### src/rtl/mips_ctrl_pkg.sv
// Shared definitions for the multicycle MIPS control unit: state encodings,
// ALU operation codes, opcode constants and datapath mux-select values.
// Optional feature macro: MC_REGIMM_EN (enables the bgez/bgezal REGIMM path).
package mips_ctrl_pkg;

  typedef enum logic [3:0] {
    ST_FETCH  = 4'd0,
    ST_DECODE = 4'd1,
    ST_MEMADR = 4'd2,
    ST_MEMRD  = 4'd3,
    ST_MEMWB  = 4'd4,
    ST_MEMWR  = 4'd5,
    ST_REXEC  = 4'd6,
    ST_RWB    = 4'd7,
    ST_IEXEC  = 4'd8,
    ST_IWB    = 4'd9,
    ST_BEQ    = 4'd10,
    ST_REGIMM = 4'd11,
    ST_JUMP   = 4'd12
  } state_t;

  localparam logic [3:0] ALUOP_ADD   = 4'd0;
  localparam logic [3:0] ALUOP_SUB   = 4'd1;
  localparam logic [3:0] ALUOP_FUNCT = 4'd2;
  localparam logic [3:0] ALUOP_NOR   = 4'd3;
  localparam logic [3:0] ALUOP_OR    = 4'd4;
  localparam logic [3:0] ALUOP_XOR   = 4'd5;
  localparam logic [3:0] ALUOP_AND   = 4'd6;
  localparam logic [3:0] ALUOP_BGEZ  = 4'd7;
  localparam logic [3:0] ALUOP_ADDU  = 4'd8;
  localparam logic [3:0] ALUOP_LUI   = 4'd9;

  localparam logic [5:0] OP_RTYPE  = 6'd0;
  localparam logic [5:0] OP_REGIMM = 6'd1;
  localparam logic [5:0] OP_J      = 6'd2;
  localparam logic [5:0] OP_JAL    = 6'd3;
  localparam logic [5:0] OP_BEQ    = 6'd4;
  localparam logic [5:0] OP_ADDI   = 6'd8;
  localparam logic [5:0] OP_ADDIU  = 6'd9;
  localparam logic [5:0] OP_ANDI   = 6'd12;
  localparam logic [5:0] OP_ORI    = 6'd13;
  localparam logic [5:0] OP_XORI   = 6'd14;
  localparam logic [5:0] OP_LUI    = 6'd15;
  localparam logic [5:0] OP_LW     = 6'd35;
  localparam logic [5:0] OP_SW     = 6'd43;

  localparam logic [4:0] RT_BGEZ   = 5'd1;
  localparam logic [4:0] RT_BGEZAL = 5'd17;

  localparam logic [1:0] MTR_ALUOUT   = 2'b00;
  localparam logic [1:0] MTR_MDR      = 2'b01;
  localparam logic [1:0] MTR_PC       = 2'b10;
  localparam logic [1:0] RDST_RT      = 2'b00;
  localparam logic [1:0] RDST_RD      = 2'b01;
  localparam logic [1:0] RDST_RA      = 2'b10;
  localparam logic [1:0] SRCB_B       = 2'b00;
  localparam logic [1:0] SRCB_FOUR    = 2'b01;
  localparam logic [1:0] SRCB_IMM     = 2'b10;
  localparam logic [1:0] SRCB_IMMSH   = 2'b11;
  localparam logic [1:0] PCSRC_ALU    = 2'b00;
  localparam logic [1:0] PCSRC_ALUOUT = 2'b01;
  localparam logic [1:0] PCSRC_JUMP   = 2'b10;

`ifdef MC_REGIMM_EN
  localparam logic REGIMM_EN = 1'b1;
`else
  localparam logic REGIMM_EN = 1'b0;
`endif

  // ALU operation for the immediate-arithmetic group, keyed by opcode.
  function automatic logic [3:0] imm_aluop(input logic [5:0] op);
    logic [3:0] code;
    case (op)
      OP_ADDI:  code = ALUOP_ADD;
      OP_ADDIU: code = ALUOP_ADDU;
      OP_ANDI:  code = ALUOP_AND;
      OP_ORI:   code = ALUOP_OR;
      OP_XORI:  code = ALUOP_XOR;
      OP_LUI:   code = ALUOP_LUI;
      default:  code = ALUOP_ADD;
    endcase
    return code;
  endfunction

  // True for the REGIMM sub-ops this core implements (bgez, bgezal).
  function automatic logic is_regimm_rt(input logic [4:0] rt);
    return (rt == RT_BGEZ) || (rt == RT_BGEZAL);
  endfunction

endpackage

### src/rtl/multicycle_control_mem_wait_timer.sv
// Memory wait timer: counts cycles spent waiting for MemReady and raises
// timeout when the count reaches MEM_TIMEOUT-1.
module mem_wait_timer #(
  parameter int MEM_TIMEOUT = 16
) (
  input  logic clock,
  input  logic reset,
  input  logic clear,
  input  logic advance,
  output logic timeout
);

  localparam int CW = (MEM_TIMEOUT > 2) ? $clog2(MEM_TIMEOUT) : 1;
  localparam logic [CW-1:0] LAST = CW'(MEM_TIMEOUT - 1);

  logic [CW-1:0] count_r;

  // Wait counter: cleared on state entry, advances on each stalled cycle.
  always_ff @(posedge clock) begin
    if (reset || clear) begin
      count_r <= '0;
    end else if (advance && (count_r != LAST)) begin
      count_r <= count_r + CW'(1);
    end else begin
      count_r <= count_r;
    end
  end

  assign timeout = (count_r == LAST);

endmodule

### src/rtl/multicycle_control.sv
// Main control FSM of the multicycle MIPS core (Moore, three processes).
// Optional feature macro: MC_REGIMM_EN adds the bgez/bgezal REGIMM state.
module multicycle_control
  import mips_ctrl_pkg::*;
#(
  parameter int MEM_TIMEOUT = 16
) (
  input  logic       clock,
  input  logic       reset,
  input  logic [5:0] Opcode,
  input  logic [4:0] RtField,
  input  logic       MemReady,
  output logic       PCWrite,
  output logic       PCWriteCond,
  output logic       IorD,
  output logic       MemRead,
  output logic       MemWrite,
  output logic       IRWrite,
  output logic [1:0] MemtoReg,
  output logic [1:0] RegDst,
  output logic       RegWrite,
  output logic       ALUSrcA,
  output logic [1:0] ALUSrcB,
  output logic [1:0] PCSource,
  output logic [3:0] ALUOp,
  output logic       IllegalOp,
  output logic       MemError,
  output logic [3:0] State
);

  state_t state_r;
  state_t next_state_s;
  state_t dec_state_s;
  logic   mem_state_s;
  logic   tmo_flag_s;
  logic   abort_s;
  logic   timer_clear_s;
  logic   regimm_ok_s;

  assign mem_state_s   = (state_r == ST_FETCH) || (state_r == ST_MEMRD) || (state_r == ST_MEMWR);
  assign abort_s       = mem_state_s & ~MemReady & tmo_flag_s;
  assign timer_clear_s = (next_state_s != state_r) | abort_s;
  assign regimm_ok_s   = REGIMM_EN & is_regimm_rt(RtField);
  // While reset is held the datapath controls show their FETCH values.
  assign dec_state_s   = reset ? ST_FETCH : state_r;
  assign State         = state_r;

  mem_wait_timer #(.MEM_TIMEOUT(MEM_TIMEOUT)) u_timer (
    .clock   (clock),
    .reset   (reset),
    .clear   (timer_clear_s),
    .advance (~MemReady),
    .timeout (tmo_flag_s)
  );

  // State register with synchronous reset to FETCH.
  always_ff @(posedge clock) begin
    if (reset) begin
      state_r <= ST_FETCH;
    end else begin
      state_r <= next_state_s;
    end
  end

  // Next-state selection; a memory timeout always returns to FETCH.
  always_comb begin
    next_state_s = state_r;
    if (reset) begin
      next_state_s = ST_FETCH;
    end else begin
      case (state_r)
        ST_FETCH:  next_state_s = abort_s ? ST_FETCH : (MemReady ? ST_DECODE : ST_FETCH);
        ST_DECODE: begin
          case (Opcode)
            OP_LW, OP_SW:     next_state_s = ST_MEMADR;
            OP_RTYPE:         next_state_s = ST_REXEC;
            OP_BEQ:           next_state_s = ST_BEQ;
            OP_J, OP_JAL:     next_state_s = ST_JUMP;
            OP_ADDI, OP_ADDIU, OP_ANDI,
            OP_ORI, OP_XORI, OP_LUI: next_state_s = ST_IEXEC;
            OP_REGIMM:        next_state_s = regimm_ok_s ? ST_REGIMM : ST_FETCH;
            default:          next_state_s = ST_FETCH;
          endcase
        end
        ST_MEMADR: next_state_s = (Opcode == OP_LW) ? ST_MEMRD : ST_MEMWR;
        ST_MEMRD:  next_state_s = abort_s ? ST_FETCH : (MemReady ? ST_MEMWB : ST_MEMRD);
        ST_MEMWR:  next_state_s = abort_s ? ST_FETCH : (MemReady ? ST_FETCH : ST_MEMWR);
        ST_REXEC:  next_state_s = ST_RWB;
        ST_IEXEC:  next_state_s = ST_IWB;
        default:   next_state_s = ST_FETCH;
      endcase
    end
  end

  // Moore output decode; reset and timeout suppress every write strobe.
  always_comb begin
    PCWrite     = 1'b0;
    PCWriteCond = 1'b0;
    IorD        = 1'b0;
    MemRead     = 1'b0;
    MemWrite    = 1'b0;
    IRWrite     = 1'b0;
    MemtoReg    = MTR_ALUOUT;
    RegDst      = RDST_RT;
    RegWrite    = 1'b0;
    ALUSrcA     = 1'b0;
    ALUSrcB     = SRCB_B;
    PCSource    = PCSRC_ALU;
    ALUOp       = ALUOP_ADD;
    IllegalOp   = 1'b0;
    MemError    = 1'b0;
    case (dec_state_s)
      ST_FETCH: begin
        MemRead = 1'b1;
        ALUSrcB = SRCB_FOUR;
        IRWrite = MemReady;
        PCWrite = MemReady;
      end
      ST_DECODE: begin
        ALUSrcB = SRCB_IMMSH;
        case (Opcode)
          OP_LW, OP_SW, OP_RTYPE, OP_BEQ, OP_J, OP_JAL,
          OP_ADDI, OP_ADDIU, OP_ANDI, OP_ORI, OP_XORI, OP_LUI: IllegalOp = 1'b0;
          OP_REGIMM: IllegalOp = ~regimm_ok_s;
          default:   IllegalOp = 1'b1;
        endcase
      end
      ST_MEMADR: begin
        ALUSrcA = 1'b1;
        ALUSrcB = SRCB_IMM;
      end
      ST_MEMRD: begin
        MemRead = 1'b1;
        IorD    = 1'b1;
      end
      ST_MEMWB: begin
        RegWrite = 1'b1;
        MemtoReg = MTR_MDR;
      end
      ST_MEMWR: begin
        MemWrite = 1'b1;
        IorD     = 1'b1;
      end
      ST_REXEC: begin
        ALUSrcA = 1'b1;
        ALUOp   = ALUOP_FUNCT;
      end
      ST_RWB: begin
        RegWrite = 1'b1;
        RegDst   = RDST_RD;
      end
      ST_IEXEC: begin
        ALUSrcA = 1'b1;
        ALUSrcB = SRCB_IMM;
        ALUOp   = imm_aluop(Opcode);
      end
      ST_IWB: begin
        ALUSrcA  = 1'b1;
        ALUSrcB  = SRCB_IMM;
        ALUOp    = imm_aluop(Opcode);
        RegWrite = 1'b1;
      end
      ST_BEQ: begin
        ALUSrcA     = 1'b1;
        ALUOp       = ALUOP_SUB;
        PCWriteCond = 1'b1;
        PCSource    = PCSRC_ALUOUT;
      end
      ST_JUMP: begin
        PCWrite  = 1'b1;
        PCSource = PCSRC_JUMP;
        if (Opcode == OP_JAL) begin
          RegWrite = 1'b1;
          RegDst   = RDST_RA;
          MemtoReg = MTR_PC;
        end else begin
          RegWrite = 1'b0;
        end
      end
`ifdef MC_REGIMM_EN
      ST_REGIMM: begin
        ALUSrcA     = 1'b1;
        ALUOp       = ALUOP_BGEZ;
        PCWriteCond = 1'b1;
        PCSource    = PCSRC_ALUOUT;
        if (RtField == RT_BGEZAL) begin
          RegWrite = 1'b1;
          RegDst   = RDST_RA;
          MemtoReg = MTR_PC;
        end else begin
          RegWrite = 1'b0;
        end
      end
`endif
      default: begin
        // Unused encodings present the FETCH mux settings with no strobes.
        ALUSrcB = SRCB_FOUR;
      end
    endcase
    if (reset) begin
      PCWrite     = 1'b0;
      PCWriteCond = 1'b0;
      MemRead     = 1'b0;
      MemWrite    = 1'b0;
      IRWrite     = 1'b0;
      RegWrite    = 1'b0;
      IllegalOp   = 1'b0;
      MemError    = 1'b0;
    end else if (abort_s) begin
      PCWrite     = 1'b0;
      PCWriteCond = 1'b0;
      MemRead     = 1'b0;
      MemWrite    = 1'b0;
      IRWrite     = 1'b0;
      RegWrite    = 1'b0;
      MemError    = 1'b1;
    end else begin
      MemError    = 1'b0;
    end
  end

endmodule

### config.mk
export PLATFORM = sky130hd
export DESIGN_NAME = multicycle_control
export DESIGN_NICKNAME = d
export VERILOG_FILES = /design/src/rtl/mips_ctrl_pkg.sv /design/src/rtl/multicycle_control_mem_wait_timer.sv /design/src/rtl/multicycle_control.sv
export SDC_FILE = /design/constraint.sdc
export NUM_CORES = 1
export LEC_CHECK = 0
export BUFFER_PORTS_ARGS = -buffer_cell sky130_fd_sc_hd__buf_4
export CAP_MARGIN = 10
export CORE_UTILIZATION = 45
export CTS_BUF_LIST = sky130_fd_sc_hd__clkbuf_8
export CTS_CLUSTER_SIZE = 10
export DETAILED_ROUTE_END_ITERATION = 8
export PLACE_DENSITY = 0.78
export REMOVE_ABC_BUFFERS = 1
export SYNTH_ARGS = -nofsm -noshare
export SYNTH_HDL_FRONTEND = slang
export SYNTH_SLANG_ARGS = --single-unit
### constraint.sdc
create_clock -name clock -period 1.82 [get_ports clock]
set_clock_uncertainty 0.1 [all_clocks]
set_input_delay 0.091 -clock clock [delete_from_list [all_inputs] [get_ports clock]]
set_output_delay 0.091 -clock clock [all_outputs]
set_load 0.05 [all_outputs]
### Yosys cells after proc, flatten, opt, wreduce, memory -nomap -nowiden

Cells that the tools add are included.

| word-level totals | value |
|---|---|
| logic and storage cells | 100 |
| memory bits (writable) | 0 |
| bits in latches | 0 |
| memories | 0 |
| flip-flop bits (word level) | 8 |
| output and inout bits | 26 |
| ROM bits | 0 |
| input port bits | 14 |

| operators by class | value |
|---|---|
| div/mod/pow operators | 0 |
| eq/ne operators | 31 |
| shift-type cells | 0 |
| $add $sub $neg | 1 |
| mux-type cells | 44 |
| multiply operators | 0 |
| reductions and logical operators | 18 |
| order comparisons | 0 |
| bitwise logic cells | 4 |

Operator list:

| cell | number |
|---|---|
| $pmux 4 s5 | 2 |
| $eq 6x4->1 const B | 6 |
| $pmux 4 s7 | 1 |
| $mux 1 | 26 |
| $eq 4x3->1 const B | 6 |
| $eq 4x4->1 const B | 6 |
| $eq 4x2->1 const B | 4 |
| $mux 3 | 5 |
| $eq 6x2->1 const B | 2 |
| $eq 6x6->1 const B | 2 |
| $pmux 2 s2 | 3 |
| $pmux 4 s3 | 1 |
| $reduce_or 12->1 | 1 |
| $reduce_or 2->1 | 5 |
| $eq 4x1->1 const B | 2 |
| $logic_not 4->1 | 2 |
| $mux 4 | 2 |
| $reduce_or 7->1 | 1 |
| $eq 6x3->1 const B | 1 |
| $logic_not 6->1 | 1 |
| $pmux 2 s3 | 1 |
| $reduce_or 3->1 | 2 |
| $reduce_or 6->1 | 1 |
| $reduce_or 5->1 | 1 |
| other kinds (10) | 14 |

### Longest topological paths before layout

| logic depth | value |
|---|---|
| depth after elaboration | 11 |
| mapped depth | 7 |
| gate-level depth less buffers | 6 |

### By module

A second synthesis with hierarchy kept.

| second synthesis, totals | value |
|---|---|
| cells, all modules | 143 |
| area, all modules | 960.9 um^2 |

By module, submodules not included:

| module | cells an instance | area each (um^2) | seq. area each (um^2) | times used |
|---|---|---|---|---|
| multicycle_control | 121 | 749.5 | 80.1 | 1 |
| mem_wait_timer | 22 | 211.5 | 80.1 | 1 |

### Least setup slack after synthesis

No wires, ideal clock.

| timing path | value |
|---|---|
| kind | reg-to-output |
| from | register state_r[0] (netlist: State[0]) |
| to | output port MemRead |
| arrival time | 2.921 ns |
| buffers on the path | 2 |
| cell stages (with the launch flop) | 6 |
| data required time | 1.629 ns |
| slack | -1.292 ns |
| cell sequence | dfxtp_1 clkbuf_1 clkbuf_1 nand2b_1 nand2_1 nor4_1 |

| on the way | value |
|---|---|
| longest elaborated chain between the ends | 7 |
| elaborated cells between the ends (all ways) | 14 |
| classes of those cells | eq/ne (3); mux (4); bitwise (2); reduce/logical (5) |

Ends and longest elaborated chain:

| item | line | RTL |
|---|---|---|
| from (decl) | multicycle_control.sv:31 | `state_t state_r;` |
| from (signal assigned) | multicycle_control.sv:61 | `state_r <= next_state_s;` |
| $eq 4x2->1 / $logic_not 4->1 (equally long branches) | multicycle_control.sv:40 | `assign mem_state_s = (state_r == ST_FETCH) \|\| (state_r == ST_MEMRD) \|\| (state_r == ST_MEMWR);` |
| $logic_or 1x1->1 (2 in series) | multicycle_control.sv:40 |  |
| $and 1x1->1 (2 in series) | multicycle_control.sv:41 | `assign abort_s = mem_state_s & ~MemReady & tmo_flag_s;` |
| $mux 1 (*) | multicycle_control.sv:209 | `end else if (abort_s) begin` |
| $mux 1 (*) | multicycle_control.sv:200 | `if (reset) begin` |
| to (decl) | multicycle_control.sv:16 | `output logic MemRead,` |

Mark *: on every way between the ends. The rest lies on a longest branch, timed or not.

### Worst setup path in the final report

| timing path | value |
|---|---|
| from | register state_r[2] (netlist: State[2]) |
| to | register u_timer.count_r[1] |

| on the way | value |
|---|---|
| longest elaborated chain between the ends | 11 |
| elaborated cells between the ends (all ways) | 19 |
| classes of those cells | eq/ne (7); mux (5); bitwise (3); reduce/logical (4) |

Ends and longest elaborated chain:

| item | line | RTL |
|---|---|---|
| $eq 4x2->1 / $logic_not 4->1 (equally long branches) | multicycle_control.sv:40, multicycle_control.sv:71 |  |
| $logic_or 1x1->1 (2 in series) | multicycle_control.sv:40 |  |
| $and 1x1->1 (2 in series) | multicycle_control.sv:41 |  |
| $mux 3, or another cell as far along | multicycle_control.sv:87 | `ST_MEMWR: next_state_s = abort_s ? ST_FETCH : (MemReady ? ST_FETCH : ST_MEMWR);` |
| $pmux 4 s7 | multicycle_control.sv:71 | `case (state_r)` |
| $mux 4 | multicycle_control.sv:68 | `if (reset) begin` |
| $ne 4x4->1 | multicycle_control.sv:42 | `assign timer_clear_s = (next_state_s != state_r) \| abort_s;` |
| $or 1x1->1 (*) | multicycle_control.sv:42 |  |
| $logic_or 1x1->1 (*) | multicycle_control_mem_wait_timer.sv:20 | `if (reset \|\| clear) begin` |
| to (signal assigned) | multicycle_control_mem_wait_timer.sv:23 | `count_r <= count_r + CW'(1);` |
| to (signal assigned) | multicycle_control_mem_wait_timer.sv:25 | `count_r <= count_r;` |
| to (decl) | multicycle_control_mem_wait_timer.sv:16 | `logic [CW-1:0] count_r;` |

Marks and branches as above.
A chain may end at the register's enable or synchronous reset.

==> impl_summary.txt <==
----------------------------------------------------
[Status]
  Failing checks ... negative setup slack
  Status ... finished, violations left

[Global route]
  Antenna violations before repair ... 0
  Wire length of the first global-routing pass ... 6050 um
  Total track usage ... 31.4%
  Maximum number of pins on one net before global-route repair ... 16
  Number of global-route vias before repair ... 1340
  GRT overflow ... 0

[Floorplan]
  Initial Utilization ... 50.0%
  Std cell rows ... 16
  Core Area ... 2040 sq um
  IO Count ... 40
  Die span in y ... 49.6 um
  Die outline area ... 2460 sq um
  Die width ... 49.6 um

[Finish]
  Number of antenna cells inserted ... 0
  Area Overhead vs Synth ... 89.0%
  Fin cells ... 239
  Post-layout net count ... 229
  Number of fill cells ... 50
  Core utilization of the finished layout ... 94.5%
  Fraction of final layout cells with drive strength greater than 1 ... 55.2%

[Worst setup path]
  Critical path fanouts, max ... 5
  Critical path arrival ... 2.07 ns
  Data required, critical path ... 1.82 ns
  Capturing element type of the critical path ... register
  CP Launch Type ... register
  Critical path type ... reg -> reg

[Pwr]
  Reported leakage power ... 0.766 nW
  Design Power ... 0.790 mW
  Clock power frac ... 26.0%
  Combinational Power Share ... 49.8%
  Internal ... 0.480 mW
  PwrDens ... 410 nW/um^2
  Part of the power in registers ... 24.3%
  Switching power ... 0.311 mW
  Worst vdd rail ir drop ... 787 uV
  Switching part of the total power ... 39.3%

[Yosys]
  Most common library cells after synthesis ... sky130_fd_sc_hd__nor2_1, sky130_fd_sc_hd__clkbuf_1, sky130_fd_sc_hd__nand2_1, sky130_fd_sc_hd__a21oi_1
  Sequential share of the synthesized area ... 15.7%
  Cell types occupying the most area after synthesis ... sky130_fd_sc_hd__dfxtp_1, sky130_fd_sc_hd__nor2_1, sky130_fd_sc_hd__a21oi_1
  Share of flip-flops with an asynchronous set or reset after synthesis ... 0%
  Cell Area, Synth ... 1020 sq um
  Synthesis-stage register bit count ... 8
  Biggest area consumer among synthesized cells ... sky130_fd_sc_hd__dfxtp_1
  Primary flip-flop cell chosen by synthesis mapping ... sky130_fd_sc_hd__dfxtp_1
  Number of warnings reported in the yosys synthesis log ... 0
  Syn Inst Count ... 151
  Share of Yosys cell area claimed by the top area cell type ... 15.7%
  Most frequently used cell type in the post-synthesis netlist ... sky130_fd_sc_hd__nor2_1
  Number of flops mapped to enable cells by yosys ... 0
  Post-synthesis area per instance ... 6.76 sq um
  Count of cell types in the netlist ... 47

[Detailed routing]
  DR pass1 iterations ... 5
  Ratio of routed vias to standard cells ... 7.22
  Remaining design rule violation count ... 0
  Detailed-route via count ... 1726
  DR iter-0 viols ... 179
  Count of nets left with antenna violations after detail routing ... 0
  Wire length per cell ... 23.5 um
  Aggregate routed wire length ... 5620 um

[Clock tree]
  Total number of clock tree sinks ... 8
  H-tree Lvls ... 1
  CTS Root Cell ... sky130_fd_sc_hd__clkbuf_8
  Clock latency on the worst-skew pair ... 0.22 ns
  Clock tree from TritonCTS ... built
  CTS buffer count ... 3
  Number of buffers between clock root and the deepest sink ... 2
  Clock transition at path regs ... 0.04 ns

[Place]
  Setup Slack @ Placement ... -0.277 ns
  Weighted congestion reported at the end of routability-driven placement ... 0.885
  HPWL reported at the end of detailed placement ... 2630 um
  Placed Instances ... 227
  Number of input and output port buffers inserted ... 34

[Timing]
  Hold Violations, Final ... 0
  Worst setup slack after layout ... -0.253 ns
  Relative slew margins ... 62.0%
  Post-route clock period utilization ... 114%
  Worst hold margin ... 0.203 ns
  Achievable clock frequency ... 482 MHz
  Setup repair after global routing missed its margin ... yes
  Min Clock Period, post-route ... 2.07 ns
  Final setup violation count ... 20
  Final-report max-slew violation count ... 0
  Slew at the pin closest to its max-slew limit ... 0.569 ns

[Job]
  Count of max-cap constraint violations ... 0

[Min path]
  Min-delay worst type ... in -> reg

----------------------------------------------------
-- critical path, cell delays in order (launching register included) --
cell and delay, ns:
sky130_fd_sc_hd__dfxtp_4 0.36, sky130_fd_sc_hd__buf_6 0.13, sky130_fd_sc_hd__a21o_1 0.19, sky130_fd_sc_hd__a221oi_1 0.51, sky130_fd_sc_hd__o21ai_0 0.23, sky130_fd_sc_hd__a31oi_2 0.18, sky130_fd_sc_hd__buf_4 0.18, sky130_fd_sc_hd__nor4_4 0.05
-- cell type report --
cell class / instances / area, sq um / share of cell area (%)
timing repair buffer: 72 / 619 / 32.1
multi-input combinational: 126 / 1040 / 54.1
tap: 27 / 33.8 / 1.75
sequential: 8 / 175 / 9.08
clock buffer: 3 / 41.3 / 2.14
inverter: 3 / 16.3 / 0.843
-- layout by cell type, fill, tap and decap left out, types with 3 or more instances in the layout --
cell type                  synthesis  layout
sky130_fd_sc_hd__nor3_4            0       3
sky130_fd_sc_hd__buf_6             0      15
sky130_fd_sc_hd__dfxtp_4           0       3
sky130_fd_sc_hd__o32a_1            3       3
sky130_fd_sc_hd__and3_4            0       3
sky130_fd_sc_hd__xnor2_1           4       3
sky130_fd_sc_hd__buf_8             0       3
sky130_fd_sc_hd__nor4_2            0       3
sky130_fd_sc_hd__nor2b_1           5       4
sky130_fd_sc_hd__nand2b_1          4       4
sky130_fd_sc_hd__nor2_2            0       3
sky130_fd_sc_hd__nand4b_1          3       3
sky130_fd_sc_hd__nor4_4            0       3
sky130_fd_sc_hd__a21oi_1           9       9
sky130_fd_sc_hd__buf_4             1      54
sky130_fd_sc_hd__nor3_1            8       4
sky130_fd_sc_hd__nor2_1           18      14
sky130_fd_sc_hd__o21ai_0           6       5
sky130_fd_sc_hd__nand3_1           6       5
sky130_fd_sc_hd__nand2_1          11      10
sky130_fd_sc_hd__clkbuf_8          0       3
sky130_fd_sc_hd__dfxtp_2           0       3
-- logic make-up after synthesis --
logic type	count (synthesis)	synth area share, %
and+or+nand+nor	75	40.1
AOI/OAI and AO/OA	43	29.9
buffers and inverters	17	6.74
DFF	8	15.7
xor gates and xnor gates	5	4.29
muxes	2	2.08
adders and majority gates	1	1.23
-- stage by stage --
stage               cell area, sq um  setup TNS, ns
global placement                1470         -0.653
CTS                             1680          -1.04
floorplan                        963         -16.97
global route                    1930          -3.70
finish                          1930          -2.31
detailed placement              1470          -1.07
-- per-layer routing --
| layer | track usage (%) | up-vias | share of wire (%) |
|---|---|---|---|
| li1 | - | 698 | - |
| met1 | 38.7 | 765 | 34 |
| met2 | 56.8 | 194 | 45 |
| met3 | 1.23 | 69 | 12 |
| met4 | 11.9 | 0 | 8.4 |
| met5 | 0 | - | 0 |
-- power groups by stage --
stage | logic, mW | clock network (mW) | registers [mW]
finish | 0.393 | 0.205 | 0.192
global route | 0.408 | 0.222 | 0.192
CTS | 0.300 | 0.214 | 0.192
detailed placement | 0.275 | 0 | 0.193
global placement | 0.267 | 0 | 0.193
floorplan | 0.137 | 0 | 0.215
-- worst paths after layout --
path / from / end / slack, ns / cells after the start
min: Opcode[4] / State[1] / 0.20 / 3
max: State[2] / u_timer.count_r[1] / -0.25 / 7
max reg2reg: State[2] / u_timer.count_r[1] / -0.25 / 7
min reg2reg: State[3] / State[3] / 0.57 / 2
-- flip-flops by register name, summed over array words and instances, names as in the netlist --
register	flops
State	4
u_timer.count_r	4
-- what timing repair did --
action / 4_1_cts / 5_1_grt
setup buffers: 3 / 6
resized for setup: 39 / 43
hold buffers: 0 / 0
setup endpoints to repair: 20 / 16
pin swaps: 17 / 11
No activity file was read; power rests on OpenSTA's default activity.
